File: config.mk
export PLATFORM = sky130hd
export DESIGN_NAME = taxi_axil_apb_adapter_flat
export DESIGN_NICKNAME = d
export VERILOG_FILES = /design/src/rtl/taxi_axil_apb_adapter_pkg.sv /design/src/rtl/taxi_apb_if.sv /design/src/rtl/taxi_axil_if.sv /design/src/rtl/taxi_axil_apb_adapter.sv /design/src/flat_wrapper.sv
export SDC_FILE = /design/constraint.sdc
export NUM_CORES = 1
export LEC_CHECK = 0
export CAP_MARGIN = 20
export CORE_UTILIZATION = 47
export CTS_CLUSTER_SIZE = 25
export DETAILED_ROUTE_END_ITERATION = 10
export PLACE_DENSITY = 0.82
export SLEW_MARGIN = 10
export SYNTH_ARGS = -nofsm -noshare
export SYNTH_HDL_FRONTEND = slang
export SYNTH_SLANG_ARGS = --single-unit
File: constraint.sdc
create_clock -name clk -period 1.85 [get_ports clk]
set_clock_uncertainty 0.15 [all_clocks]
set_input_delay 0.2775 -clock clk [delete_from_list [all_inputs] [get_ports clk]]
set_output_delay 0.2775 -clock clk [all_outputs]
set_load 0.05 [all_outputs]
File: src/rtl/taxi_axil_apb_adapter_pkg.sv
// Shared AXI4-Lite / APB definitions used by the AXI4-Lite to APB adapter.
package taxi_axil_apb_adapter_pkg;

    localparam logic [1:0] AXI_RESP_OKAY   = 2'b00;
    localparam logic [1:0] AXI_RESP_SLVERR = 2'b10;

    function automatic logic [1:0] axi_resp(input logic err);
        return err ? AXI_RESP_SLVERR : AXI_RESP_OKAY;
    endfunction

endpackage

File: src/rtl/taxi_apb_if.sv
// APB bundle (with strobes, protection and optional user sidebands).
interface taxi_apb_if #(
    parameter int DATA_W    = 32,
    parameter int ADDR_W    = 32,
    parameter int STRB_W    = DATA_W/8,
    parameter bit PAUSER_EN = 1'b0,
    parameter int PAUSER_W  = 1,
    parameter bit PWUSER_EN = 1'b0,
    parameter int PWUSER_W  = 1,
    parameter bit PRUSER_EN = 1'b0,
    parameter int PRUSER_W  = 1,
    parameter bit PBUSER_EN = 1'b0,
    parameter int PBUSER_W  = 1
) ();
    logic [ADDR_W-1:0]   paddr;
    logic [2:0]          pprot;
    logic                psel;
    logic                penable;
    logic                pwrite;
    logic [DATA_W-1:0]   pwdata;
    logic [STRB_W-1:0]   pstrb;
    logic                pready;
    logic [DATA_W-1:0]   prdata;
    logic                pslverr;
    logic [PAUSER_W-1:0] pauser;
    logic [PWUSER_W-1:0] pwuser;
    logic [PRUSER_W-1:0] pruser;
    logic [PBUSER_W-1:0] pbuser;

    modport mst (
        output paddr, pprot, psel, penable, pwrite, pwdata, pstrb, pauser, pwuser,
        input  pready, prdata, pslverr, pruser, pbuser
    );
    modport slv (
        input  paddr, pprot, psel, penable, pwrite, pwdata, pstrb, pauser, pwuser,
        output pready, prdata, pslverr, pruser, pbuser
    );
endinterface

File: src/rtl/taxi_axil_if.sv
// AXI4-Lite bundle with separate write (AW/W/B) and read (AR/R) modports.
interface taxi_axil_if #(
    parameter int DATA_W    = 32,
    parameter int ADDR_W    = 32,
    parameter int STRB_W    = DATA_W/8,
    parameter bit AWUSER_EN = 1'b0,
    parameter int AWUSER_W  = 1,
    parameter bit WUSER_EN  = 1'b0,
    parameter int WUSER_W   = 1,
    parameter bit BUSER_EN  = 1'b0,
    parameter int BUSER_W   = 1,
    parameter bit ARUSER_EN = 1'b0,
    parameter int ARUSER_W  = 1,
    parameter bit RUSER_EN  = 1'b0,
    parameter int RUSER_W   = 1
) ();
    logic [ADDR_W-1:0]   awaddr;
    logic [2:0]          awprot;
    logic [AWUSER_W-1:0] awuser;
    logic                awvalid;
    logic                awready;
    logic [DATA_W-1:0]   wdata;
    logic [STRB_W-1:0]   wstrb;
    logic [WUSER_W-1:0]  wuser;
    logic                wvalid;
    logic                wready;
    logic [1:0]          bresp;
    logic [BUSER_W-1:0]  buser;
    logic                bvalid;
    logic                bready;
    logic [ADDR_W-1:0]   araddr;
    logic [2:0]          arprot;
    logic [ARUSER_W-1:0] aruser;
    logic                arvalid;
    logic                arready;
    logic [DATA_W-1:0]   rdata;
    logic [1:0]          rresp;
    logic [RUSER_W-1:0]  ruser;
    logic                rvalid;
    logic                rready;

    modport wr_slv (
        input  awaddr, awprot, awuser, awvalid, wdata, wstrb, wuser, wvalid, bready,
        output awready, wready, bresp, buser, bvalid
    );
    modport rd_slv (
        input  araddr, arprot, aruser, arvalid, rready,
        output arready, rdata, rresp, ruser, rvalid
    );
    modport wr_mst (
        output awaddr, awprot, awuser, awvalid, wdata, wstrb, wuser, wvalid, bready,
        input  awready, wready, bresp, buser, bvalid
    );
    modport rd_mst (
        output araddr, arprot, aruser, arvalid, rready,
        input  arready, rdata, rresp, ruser, rvalid
    );
endinterface

File: src/rtl/taxi_axil_apb_adapter.sv
// AXI4-Lite slave to APB master bridge: one transaction in flight, round-robin
// read/write arbitration, wide AXI4-Lite accesses split into APB-width segments.
module taxi_axil_apb_adapter
    import taxi_axil_apb_adapter_pkg::*;
(
    input  logic        clk,
    input  logic        rst,
    taxi_axil_if.wr_slv s_axil_wr,
    taxi_axil_if.rd_slv s_axil_rd,
    taxi_apb_if.mst     m_apb
);

    localparam int ADDR_W      = s_axil_wr.ADDR_W;
    localparam int AXIL_DATA_W = s_axil_wr.DATA_W;
    localparam int AXIL_STRB_W = s_axil_wr.STRB_W;
    localparam int APB_DATA_W  = m_apb.DATA_W;
    localparam int APB_STRB_W  = m_apb.STRB_W;
    localparam int SEG_CNT     = AXIL_DATA_W/APB_DATA_W;
    localparam int SEG_W       = SEG_CNT > 1 ? $clog2(SEG_CNT) : 1;

    localparam bit PAUSER_EN = m_apb.PAUSER_EN;
    localparam int PAUSER_W  = m_apb.PAUSER_W;
    localparam bit PWUSER_EN = m_apb.PWUSER_EN && s_axil_wr.WUSER_EN;
    localparam int PWUSER_W  = m_apb.PWUSER_W;
    localparam bit RUSER_EN  = m_apb.PRUSER_EN && s_axil_rd.RUSER_EN;
    localparam int RUSER_W   = s_axil_rd.RUSER_W;
    localparam bit BUSER_EN  = m_apb.PBUSER_EN && s_axil_wr.BUSER_EN;
    localparam int BUSER_W   = s_axil_wr.BUSER_W;

    localparam logic [ADDR_W-1:0] ADDR_MASK = ADDR_W'(AXIL_STRB_W - 1);

    if (m_apb.ADDR_W != ADDR_W || s_axil_rd.ADDR_W != ADDR_W) begin : g_err_addr
        $fatal(1, "address width mismatch between AXI4-Lite and APB");
    end
    if (APB_DATA_W > AXIL_DATA_W || s_axil_rd.DATA_W != AXIL_DATA_W) begin : g_err_data
        $fatal(1, "APB data width must not exceed AXI4-Lite data width");
    end
    if (SEG_CNT != 1 && SEG_CNT != 2 && SEG_CNT != 4 && SEG_CNT != 8) begin : g_err_seg
        $fatal(1, "AXI4-Lite/APB width ratio must be 1, 2, 4 or 8");
    end
    if (AXIL_STRB_W != AXIL_DATA_W/8 || APB_STRB_W != APB_DATA_W/8) begin : g_err_strb
        $fatal(1, "strobe width must equal data width / 8");
    end

    typedef enum logic [1:0] {ST_IDLE, ST_SETUP, ST_ACCESS, ST_RESP} state_t;

    state_t                  state;
    logic [SEG_W-1:0]        seg;
    logic                    is_wr;
    logic                    err;
    logic                    prefer_wr;
    logic [ADDR_W-1:0]       addr_r;
    logic [AXIL_DATA_W-1:0]  wdata_r;
    logic [AXIL_STRB_W-1:0]  wstrb_r;
    logic [AXIL_DATA_W-1:0]  rdata_r;
    logic [1:0]              bresp_r, rresp_r;
    logic [RUSER_W-1:0]      ruser_r;
    logic [BUSER_W-1:0]      buser_r;
    logic                    awready_r, wready_r, arready_r, bvalid_r, rvalid_r;
    logic                    psel_r, penable_r, pwrite_r;
    logic [ADDR_W-1:0]       paddr_r;
    logic [2:0]              pprot_r;
    logic [APB_DATA_W-1:0]   pwdata_r;
    logic [APB_STRB_W-1:0]   pstrb_r;
    logic [PAUSER_W-1:0]     pauser_r;
    logic [PWUSER_W-1:0]     pwuser_r;

    logic              wr_ok, rd_ok, last_seg;
    logic [SEG_W-1:0]  seg_nxt;
    logic [ADDR_W-1:0] aw_aligned, ar_aligned;

    assign wr_ok      = s_axil_wr.awvalid && s_axil_wr.wvalid;
    assign rd_ok      = s_axil_rd.arvalid;
    assign last_seg   = seg == SEG_W'(SEG_CNT - 1);
    assign seg_nxt    = seg + 1'b1;
    assign aw_aligned = s_axil_wr.awaddr & ~ADDR_MASK;
    assign ar_aligned = s_axil_rd.araddr & ~ADDR_MASK;

    // IDLE covers both the arbitration cycle and the one-cycle ready pulse;
    // request fields are latched on the edge that completes the handshake.
    always_ff @(posedge clk) begin
        if (rst) begin
            state     <= ST_IDLE;
            seg       <= '0;
            is_wr     <= 1'b0;
            err       <= 1'b0;
            prefer_wr <= 1'b1;
            addr_r    <= '0;
            wdata_r   <= '0;
            wstrb_r   <= '0;
            rdata_r   <= '0;
            bresp_r   <= AXI_RESP_OKAY;
            rresp_r   <= AXI_RESP_OKAY;
            ruser_r   <= '0;
            buser_r   <= '0;
            awready_r <= 1'b0;
            wready_r  <= 1'b0;
            arready_r <= 1'b0;
            bvalid_r  <= 1'b0;
            rvalid_r  <= 1'b0;
            psel_r    <= 1'b0;
            penable_r <= 1'b0;
            pwrite_r  <= 1'b0;
            paddr_r   <= '0;
            pprot_r   <= '0;
            pwdata_r  <= '0;
            pstrb_r   <= '0;
            pauser_r  <= '0;
            pwuser_r  <= '0;
        end else begin
            awready_r <= 1'b0;
            wready_r  <= 1'b0;
            arready_r <= 1'b0;
            case (state)
                ST_IDLE: begin
                    if (awready_r) begin
                        is_wr    <= 1'b1;
                        addr_r   <= aw_aligned;
                        wdata_r  <= s_axil_wr.wdata;
                        wstrb_r  <= s_axil_wr.wstrb;
                        psel_r   <= 1'b1;
                        pwrite_r <= 1'b1;
                        paddr_r  <= aw_aligned;
                        pprot_r  <= s_axil_wr.awprot;
                        pwdata_r <= s_axil_wr.wdata[APB_DATA_W-1:0];
                        pstrb_r  <= s_axil_wr.wstrb[APB_STRB_W-1:0];
                        pauser_r <= PAUSER_EN ? PAUSER_W'(s_axil_wr.awuser) : '0;
                        pwuser_r <= PWUSER_EN ? PWUSER_W'(s_axil_wr.wuser) : '0;
                        state    <= ST_SETUP;
                    end else if (arready_r) begin
                        is_wr    <= 1'b0;
                        addr_r   <= ar_aligned;
                        psel_r   <= 1'b1;
                        pwrite_r <= 1'b0;
                        paddr_r  <= ar_aligned;
                        pprot_r  <= s_axil_rd.arprot;
                        pwdata_r <= '0;
                        pstrb_r  <= '0;
                        pauser_r <= PAUSER_EN ? PAUSER_W'(s_axil_rd.aruser) : '0;
                        pwuser_r <= '0;
                        state    <= ST_SETUP;
                    end else if (wr_ok && (prefer_wr || !rd_ok)) begin
                        awready_r <= 1'b1;
                        wready_r  <= 1'b1;
                        prefer_wr <= 1'b0;
                    end else if (rd_ok) begin
                        arready_r <= 1'b1;
                        prefer_wr <= 1'b1;
                    end
                end
                ST_SETUP: begin
                    penable_r <= 1'b1;
                    state     <= ST_ACCESS;
                end
                ST_ACCESS: begin
                    if (m_apb.pready) begin
                        err <= err | m_apb.pslverr;
                        if (!is_wr) rdata_r[seg*APB_DATA_W +: APB_DATA_W] <= m_apb.prdata;
                        ruser_r <= RUSER_EN ? RUSER_W'(m_apb.pruser) : '0;
                        buser_r <= BUSER_EN ? BUSER_W'(m_apb.pbuser) : '0;
                        penable_r <= 1'b0;
                        if (last_seg) begin
                            psel_r <= 1'b0;
                            state  <= ST_RESP;
                            if (is_wr) begin
                                bvalid_r <= 1'b1;
                                bresp_r  <= axi_resp(err | m_apb.pslverr);
                            end else begin
                                rvalid_r <= 1'b1;
                                rresp_r  <= axi_resp(err | m_apb.pslverr);
                            end
                        end else begin
                            seg      <= seg_nxt;
                            paddr_r  <= addr_r + ADDR_W'(int'(seg_nxt) * APB_STRB_W);
                            pwdata_r <= is_wr ? wdata_r[int'(seg_nxt)*APB_DATA_W +: APB_DATA_W] : '0;
                            pstrb_r  <= is_wr ? wstrb_r[int'(seg_nxt)*APB_STRB_W +: APB_STRB_W] : '0;
                            state    <= ST_SETUP;
                        end
                    end
                end
                ST_RESP: begin
                    if ((bvalid_r && s_axil_wr.bready) || (rvalid_r && s_axil_rd.rready)) begin
                        bvalid_r <= 1'b0;
                        rvalid_r <= 1'b0;
                        err      <= 1'b0;
                        seg      <= '0;
                        state    <= ST_IDLE;
                    end
                end
                default: state <= ST_IDLE;
            endcase
        end
    end

    assign s_axil_wr.awready = awready_r;
    assign s_axil_wr.wready  = wready_r;
    assign s_axil_wr.bresp   = bresp_r;
    assign s_axil_wr.buser   = buser_r;
    assign s_axil_wr.bvalid  = bvalid_r;
    assign s_axil_rd.arready = arready_r;
    assign s_axil_rd.rdata   = rdata_r;
    assign s_axil_rd.rresp   = rresp_r;
    assign s_axil_rd.ruser   = ruser_r;
    assign s_axil_rd.rvalid  = rvalid_r;

    assign m_apb.psel    = psel_r;
    assign m_apb.penable = penable_r;
    assign m_apb.pwrite  = pwrite_r;
    assign m_apb.paddr   = paddr_r;
    assign m_apb.pprot   = pprot_r;
    assign m_apb.pwdata  = pwdata_r;
    assign m_apb.pstrb   = pstrb_r;
    assign m_apb.pauser  = pauser_r;
    assign m_apb.pwuser  = pwuser_r;

endmodule

File: src/flat_wrapper.sv
// flat-port wrapper written by rule: the top's interface ports become plain ports
module taxi_axil_apb_adapter_flat import taxi_axil_apb_adapter_pkg::*;
  (clk, rst, s_axil_wr_awaddr, s_axil_wr_awprot, s_axil_wr_awuser, s_axil_wr_awvalid, s_axil_wr_wdata, s_axil_wr_wstrb, s_axil_wr_wuser, s_axil_wr_wvalid, s_axil_wr_bready, s_axil_wr_awready, s_axil_wr_wready, s_axil_wr_bresp, s_axil_wr_buser, s_axil_wr_bvalid, s_axil_rd_araddr, s_axil_rd_arprot, s_axil_rd_aruser, s_axil_rd_arvalid, s_axil_rd_rready, s_axil_rd_arready, s_axil_rd_rdata, s_axil_rd_rresp, s_axil_rd_ruser, s_axil_rd_rvalid, m_apb_paddr, m_apb_pprot, m_apb_psel, m_apb_penable, m_apb_pwrite, m_apb_pwdata, m_apb_pstrb, m_apb_pauser, m_apb_pwuser, m_apb_pready, m_apb_prdata, m_apb_pslverr, m_apb_pruser, m_apb_pbuser);
  taxi_axil_if #(.DATA_W(64), .ADDR_W(16)) s_axil_wr_i ();
  taxi_axil_if #(.DATA_W(64), .ADDR_W(16)) s_axil_rd_i ();
  taxi_apb_if #(.DATA_W(32), .ADDR_W(16)) m_apb_i ();
  input  logic clk;
  input  logic rst;
  input wire logic [$bits(s_axil_wr_i.awaddr)-1:0] s_axil_wr_awaddr;
  input wire logic [$bits(s_axil_wr_i.awprot)-1:0] s_axil_wr_awprot;
  input wire logic [$bits(s_axil_wr_i.awuser)-1:0] s_axil_wr_awuser;
  input wire logic [$bits(s_axil_wr_i.awvalid)-1:0] s_axil_wr_awvalid;
  input wire logic [$bits(s_axil_wr_i.wdata)-1:0] s_axil_wr_wdata;
  input wire logic [$bits(s_axil_wr_i.wstrb)-1:0] s_axil_wr_wstrb;
  input wire logic [$bits(s_axil_wr_i.wuser)-1:0] s_axil_wr_wuser;
  input wire logic [$bits(s_axil_wr_i.wvalid)-1:0] s_axil_wr_wvalid;
  input wire logic [$bits(s_axil_wr_i.bready)-1:0] s_axil_wr_bready;
  output wire logic [$bits(s_axil_wr_i.awready)-1:0] s_axil_wr_awready;
  output wire logic [$bits(s_axil_wr_i.wready)-1:0] s_axil_wr_wready;
  output wire logic [$bits(s_axil_wr_i.bresp)-1:0] s_axil_wr_bresp;
  output wire logic [$bits(s_axil_wr_i.buser)-1:0] s_axil_wr_buser;
  output wire logic [$bits(s_axil_wr_i.bvalid)-1:0] s_axil_wr_bvalid;
  input wire logic [$bits(s_axil_rd_i.araddr)-1:0] s_axil_rd_araddr;
  input wire logic [$bits(s_axil_rd_i.arprot)-1:0] s_axil_rd_arprot;
  input wire logic [$bits(s_axil_rd_i.aruser)-1:0] s_axil_rd_aruser;
  input wire logic [$bits(s_axil_rd_i.arvalid)-1:0] s_axil_rd_arvalid;
  input wire logic [$bits(s_axil_rd_i.rready)-1:0] s_axil_rd_rready;
  output wire logic [$bits(s_axil_rd_i.arready)-1:0] s_axil_rd_arready;
  output wire logic [$bits(s_axil_rd_i.rdata)-1:0] s_axil_rd_rdata;
  output wire logic [$bits(s_axil_rd_i.rresp)-1:0] s_axil_rd_rresp;
  output wire logic [$bits(s_axil_rd_i.ruser)-1:0] s_axil_rd_ruser;
  output wire logic [$bits(s_axil_rd_i.rvalid)-1:0] s_axil_rd_rvalid;
  output wire logic [$bits(m_apb_i.paddr)-1:0] m_apb_paddr;
  output wire logic [$bits(m_apb_i.pprot)-1:0] m_apb_pprot;
  output wire logic [$bits(m_apb_i.psel)-1:0] m_apb_psel;
  output wire logic [$bits(m_apb_i.penable)-1:0] m_apb_penable;
  output wire logic [$bits(m_apb_i.pwrite)-1:0] m_apb_pwrite;
  output wire logic [$bits(m_apb_i.pwdata)-1:0] m_apb_pwdata;
  output wire logic [$bits(m_apb_i.pstrb)-1:0] m_apb_pstrb;
  output wire logic [$bits(m_apb_i.pauser)-1:0] m_apb_pauser;
  output wire logic [$bits(m_apb_i.pwuser)-1:0] m_apb_pwuser;
  input wire logic [$bits(m_apb_i.pready)-1:0] m_apb_pready;
  input wire logic [$bits(m_apb_i.prdata)-1:0] m_apb_prdata;
  input wire logic [$bits(m_apb_i.pslverr)-1:0] m_apb_pslverr;
  input wire logic [$bits(m_apb_i.pruser)-1:0] m_apb_pruser;
  input wire logic [$bits(m_apb_i.pbuser)-1:0] m_apb_pbuser;
  assign s_axil_wr_i.awaddr = s_axil_wr_awaddr;
  assign s_axil_wr_i.awprot = s_axil_wr_awprot;
  assign s_axil_wr_i.awuser = s_axil_wr_awuser;
  assign s_axil_wr_i.awvalid = s_axil_wr_awvalid;
  assign s_axil_wr_i.wdata = s_axil_wr_wdata;
  assign s_axil_wr_i.wstrb = s_axil_wr_wstrb;
  assign s_axil_wr_i.wuser = s_axil_wr_wuser;
  assign s_axil_wr_i.wvalid = s_axil_wr_wvalid;
  assign s_axil_wr_i.bready = s_axil_wr_bready;
  assign s_axil_wr_awready = s_axil_wr_i.awready;
  assign s_axil_wr_wready = s_axil_wr_i.wready;
  assign s_axil_wr_bresp = s_axil_wr_i.bresp;
  assign s_axil_wr_buser = s_axil_wr_i.buser;
  assign s_axil_wr_bvalid = s_axil_wr_i.bvalid;
  assign s_axil_rd_i.araddr = s_axil_rd_araddr;
  assign s_axil_rd_i.arprot = s_axil_rd_arprot;
  assign s_axil_rd_i.aruser = s_axil_rd_aruser;
  assign s_axil_rd_i.arvalid = s_axil_rd_arvalid;
  assign s_axil_rd_i.rready = s_axil_rd_rready;
  assign s_axil_rd_arready = s_axil_rd_i.arready;
  assign s_axil_rd_rdata = s_axil_rd_i.rdata;
  assign s_axil_rd_rresp = s_axil_rd_i.rresp;
  assign s_axil_rd_ruser = s_axil_rd_i.ruser;
  assign s_axil_rd_rvalid = s_axil_rd_i.rvalid;
  assign m_apb_paddr = m_apb_i.paddr;
  assign m_apb_pprot = m_apb_i.pprot;
  assign m_apb_psel = m_apb_i.psel;
  assign m_apb_penable = m_apb_i.penable;
  assign m_apb_pwrite = m_apb_i.pwrite;
  assign m_apb_pwdata = m_apb_i.pwdata;
  assign m_apb_pstrb = m_apb_i.pstrb;
  assign m_apb_pauser = m_apb_i.pauser;
  assign m_apb_pwuser = m_apb_i.pwuser;
  assign m_apb_i.pready = m_apb_pready;
  assign m_apb_i.prdata = m_apb_prdata;
  assign m_apb_i.pslverr = m_apb_pslverr;
  assign m_apb_i.pruser = m_apb_pruser;
  assign m_apb_i.pbuser = m_apb_pbuser;
  taxi_axil_apb_adapter u_core (.clk(clk), .rst(rst), .s_axil_wr(s_axil_wr_i), .s_axil_rd(s_axil_rd_i), .m_apb(m_apb_i));
endmodule
== Word level (Yosys, flattened, before mapping) ==
Cells that the tools add are included.

* Register bits after elaboration: 224
* Bits of input ports: 156
* Output and inout port bits: 135

* Add/sub/neg operators: 3
* Equality and inequality tests: 10
* Shift operators: 4
* Multiplexer cells: 55
* Bitwise operators: 5
* Reductions and logical operators: 28

{| class="wikitable"
|+ Operator list
! cell !! count
|-
| two-way mux 32 bit || 5
|-
| bitwise mux 64 bit || 1
|-
| two-way mux 16 bit || 4
|-
| one-hot mux 32 bit (2 select lines) || 1
|-
| variable shift 32 x 34 -> 64 bit, first input constant || 1
|-
| indexed part select 32 x 34 -> 64 bit || 1
|-
| indexed part select 64 x 7 -> 32 bit || 1
|-
| negator 6 -> 34 bit || 1
|-
| one-hot mux 16 bit (2 select lines) || 1
|-
| two-way mux 1 bit || 22
|-
| two-way mux 4 bit || 5
|-
| AND reduction 4 bit || 5
|-
| adder 16 x 3 -> 16 bit || 1
|-
| two-way mux 2 bit || 6
|-
| one-hot mux 1 bit (2 select lines) || 6
|-
| AND reduction 5 bit || 2
|-
| nonzero test 2 bit || 5
|-
| AND reduction 3 bit || 3
|-
| one-hot mux 2 bit (4 select lines) || 1
|-
| one-hot mux 4 bit (2 select lines) || 1
|-
| indexed part select 8 x 4 -> 4 bit || 1
|-
| two-way mux 3 bit || 2
|-
| inequality test 2 x 1 -> 1 bit, second input constant || 3
|-
| inequality test 2 bit, second input constant || 3
|-
| 13 further kinds || 23
|}

== Logic depth before layout (Yosys ltp) ==
* Word-level depth: 6
* Depth in mapped cells: 6
* Mapped depth without buffers: 3

== Least setup slack after synthesis ==
No wires, ideal clock.

* Kind: reg2reg
* Start point: register, netlist name u_core.s_axil_wr.wready
* End point: register u_core.pwdata_r[21] (netlist: u_core.m_apb.pwdata[21])
* Arrival time: 1594 ps
* Required time: 1619 ps
* Setup slack: 25 ps
* Stages on the path, launching flop included: 6
* Buffers on the path: 3
* Period minus slack after synthesis: 1825 ps
* Cells stage by stage: dfxtp_1 > buf_6 > buf_2 > buf_2 > a32oi_1 > a211oi_2

{| class="wikitable"
|+ RTL lines
! what !! RTL line !! source
|-
| end signal, assigned || taxi_axil_apb_adapter.sv:125 || <nowiki>pwdata_r <= s_axil_wr.wdata[APB_DATA_W-1:0];</nowiki>
|-
| end signal, assigned || taxi_axil_apb_adapter.sv:175 || <nowiki>pwdata_r <= is_wr ? wdata_r[int'(seg_nxt)*APB_DATA_W +: APB_DATA_W] : '0;</nowiki>
|-
| end, declared || taxi_axil_apb_adapter.sv:63 || <nowiki>logic [APB_DATA_W-1:0] pwdata_r;</nowiki>
|}

== Worst setup path after layout ==
* Start point: register u_core.state[0]
* End point: register u_core.wdata_r[10]

* Cells in the longest elaborated chain, start to end: 2

{| class="wikitable"
|+ RTL lines
! what !! RTL line !! source
|-
| start, declared || taxi_axil_apb_adapter.sv:47 || <nowiki>state_t state;</nowiki>
|-
| start signal, assigned || taxi_axil_apb_adapter.sv:83 || <nowiki>state <= ST_IDLE;</nowiki>
|-
| start signal, assigned || taxi_axil_apb_adapter.sv:129 || <nowiki>state <= ST_SETUP;</nowiki>
|-
| start signal, assigned || taxi_axil_apb_adapter.sv:141 || <nowiki>state <= ST_SETUP;</nowiki>
|-
| logical NOT 2 bit || taxi_axil_apb_adapter.sv:114 || <nowiki>case (state)</nowiki>
|-
| AND reduction 2 bit (no line) || n/a ||
|-
| end signal, assigned || taxi_axil_apb_adapter.sv:119 || <nowiki>wdata_r <= s_axil_wr.wdata;</nowiki>
|-
| end, declared || taxi_axil_apb_adapter.sv:53 || <nowiki>logic [AXIL_DATA_W-1:0] wdata_r;</nowiki>
|}

Every way passes these cells.
A chain may end at the register's enable or synchronous reset.

==> results.yml <==
logic_synthesis:
  ys_seq_area_frac: 0.450
  synth_top_area_frac: 0.450
  synthArstFlopShare: 0
  ys.flop_type: "dfxtp_1"
  synth_area_leaders: "dfxtp_1, a21oi_1, a211oi_2"
  netlist-cell-type-count: 47
  syn_inst: 1058
  syn_area_mm2: 0.00960
  ys_seq_elements: 216
  synth_edf_count: 0
  yosysWarningCount: 0
  yosysTopAreaCell: "dfxtp_1"
  syn_area_per_cell_um2: 9.08
clock_tree:
  cts_root_buf: "clkbuf_16"
  numCtsBuffers: 23
  cts_setup_buffers: 0
  cts_max_level: 1
  clock-sinks: 216
  clockBufferDepth: 3
  path_clk_slew_ns: 0.06
  clk_latency_ns: 0.51
  cts_tree: "done"
route:
  drt-pass1-iter-count: 5
  wl_per_cell_um: 17.8
  routed-wl-met2_um: 14000
  ant_nets: 0
  viasPerCell: 5.69
  wl_met3_um: 1820
  via_count: 8869
  top_layer_used: "met4"
  wirelength_um: 27800
  drc: 0
  drt_iter0_drc: 508
  wl_met1_um: 11200
sta:
  rsz0062_at_grt: "false"
  hold_violations: 0
  fin_crit_sh: 0.929
  relSlewSlack: 0.624
  fin_crit_ns: 1.72
  finalMaxSlewViolations: 0
  tns_ns: 0
  tightest_slew_ns: 0.564
  finalSetupViolations: 0
  max_freq_ghz: 0.582
power_and_ir_drop:
  power_density_mw_per_mm2: 1090
  leakagePower_uw: 0.00466
  peakVddDrop_uv: 619
worst_hold_path:
  hold_depth: 3
  worstHoldStart: "rst"
  min_path_type: "in -> reg"
  hold_path_end: "u_core.state[1]"
place:
  placed_cells: 1522
  port_buffers: 271
  place_area_mm2: 0.0123
  gp_congestion: 0.786
  post-dp-hpwl_um: 17700
floorplanning:
  ios: 291
  dieHeight_um: 145
  die_area_mm2: 0.0210
  num_rows: 51
  fp.dieW_um: 145
  coreArea_mm2: 0.0197
  initial_core_util: 0.487
setup_path:
  cp-start-kind: "register"
  r2r_cells: 4
  endpoint_kind: "register"
  regToRegStartpoint: "u_core.state[0]"
  crit_required_ns: 2.07
  startpoint: "u_core.state[0]"
  r2r_slack_ns: 0.13
  timing.rr.end: "u_core.wdata_r[10]"
  path_class: "reg -> reg"
  crit_fanout: 73
  arrival_ns: 1.94
final_layout:
  diodes: 0
  drive_gt1_frac: 0.252
  mostFrequentLayoutCells: "dfxtp_1, nand2_1, a21oi_1, buf_4, clkdlybuf4s50_1"
  final_cell_count_no_fill: 1560
  layout_commonest_cell: "dfxtp_1"
  fin_nets: 1438
  synthToLayoutAreaGrowth_pct: 35.6
  fin_area_mm2: 0.0130
global_route:
  grt_max_degree: 119
  grt_first_pass_wirelength_um: 44700
  antenna_found_initial: 0
  track_usage: 0.257
  grt_pass1_vias: 8743
  gr-total-overflow: 0
job:
  cap_viol_max_count: 0
outcome:
  outcome: "complete, no violations"
==> sequential cells by signal, summed over array words and instances, names as in the netlist <==
signal and cells:
u_core.s_axil_rd.rdata 64, u_core.wdata_r 64, u_core.m_apb.pwdata 32, u_core.m_apb.paddr 14
u_core.addr_r 13, u_core.wstrb_r 8, u_core.m_apb.pstrb 4, u_core.m_apb.pprot 3
u_core.state 2, u_core.err 1, u_core.last_seg 1, u_core.m_apb.penable 1
u_core.m_apb.psel 1, u_core.m_apb.pwrite 1, u_core.prefer_wr 1, u_core.s_axil_rd.arready 1
u_core.s_axil_rd.rresp 1, u_core.s_axil_rd.rvalid 1, u_core.s_axil_wr.bresp 1, u_core.s_axil_wr.bvalid 1
u_core.s_axil_wr.wready 1
==> routing by layer <==
metal	GRT usage	up-vias
li1	-	4231
met1	0.310	4275
met2	0.453	314
met3	0.0465	49
met4	0.0915	0
met5	0	-
==> through the flow <==
step | total power [µW] | setup WS (ns) | utilization | hold slack, ns
floorplan | 8320 | 0.0247 | - | 0.246
global route | 14800 | 0.00565 | 0.660 | 0.122
global placement | 9700 | -0.0474 | 0.623 | 0.288
detailed placement | 9780 | -0.131 | 0.623 | 0.296
CTS | 14300 | 0.0303 | 0.660 | 0.0789
finish | 14200 | 0.132 | 0.660 | 0.0904
==> critical path, cell delays in order (launching register included) <==
cell and delay [ns]:
dfxtp_1 0.42, or3b_2 0.54, buf_12 0.22, nand2_1 0.14, a21oi_1 0.08
==> how the worst max path moves through the flow <==
stage,to,cells past startpoint
2_1_floorplan,u_core.m_apb.pwdata[21],5
3_3_place_gp,u_core.m_apb.pwdata[7],5
3_5_place_dp,u_core.s_axil_rd.rdata[9],6
4_1_cts,u_core.s_axil_rd.rdata[52],5
5_1_grt,u_core.s_axil_rd.rdata[6],5
6_report,u_core.wdata_r[10],4
==> timing repair <==
| action | 4_1_cts | 5_1_grt |
|---|---|---|
| setup endpoints to repair | 0 | 28 |
| hold buffers | 0 | 0 |
| gates resized for setup | 0 | 1 |
==> cell type report <==
cell class	count	area, µm²
Fill cell	1569	6700
Sequential cell	216	4330
Tap cell	265	332
Inverter	17	63.8
Multi-Input combinational cell	711	4540
Clock buffer	31	636
Timing Repair Buffer	313	3020
Clock inverter	7	92.6
==> cell usage after synthesis (3+ instances only) <==
| library cell | instances |
|---|---|
| mux2_2 | 46 |
| a21oi_1 | 160 |
| buf_1 | 4 |
| nor3_1 | 4 |
| nand3_1 | 67 |
| nor3b_1 | 3 |
| clkbuf_1 | 38 |
| a211oi_1 | 27 |
| a32oi_1 | 36 |
| o21a_1 | 4 |
| a211oi_2 | 60 |
| mux2i_1 | 16 |
| buf_2 | 35 |
| inv_1 | 16 |
| mux2_1 | 3 |
| nor2b_1 | 4 |
| buf_4 | 30 |
| buf_6 | 14 |
| dfxtp_1 | 216 |
| nor2_1 | 4 |
| nand2_1 | 161 |
| o22ai_1 | 13 |
| o21ai_0 | 70 |
==> cell families (layout without fill, tap and decap cells) <==
group,Yosys count,in the layout,synth area share
buffers and inverters,138,368,0.0812
muxes,65,65,0.0741
other,1,8,0.000391
and+or+nand+nor,259,259,0.122
AOI/OAI and AO/OA,379,379,0.272
DFF,216,216,0.450
==> where the power goes <==
part / total, µW / switching [µW] / internal [µW]
combinational: 4340 / 2680 / 1670
sequential: 5360 / 294 / 5060
clock: 4530 / 1850 / 2680
total: 14200 / 4820 / 9410
Note: power is estimated with default switching activity, not from simulation.
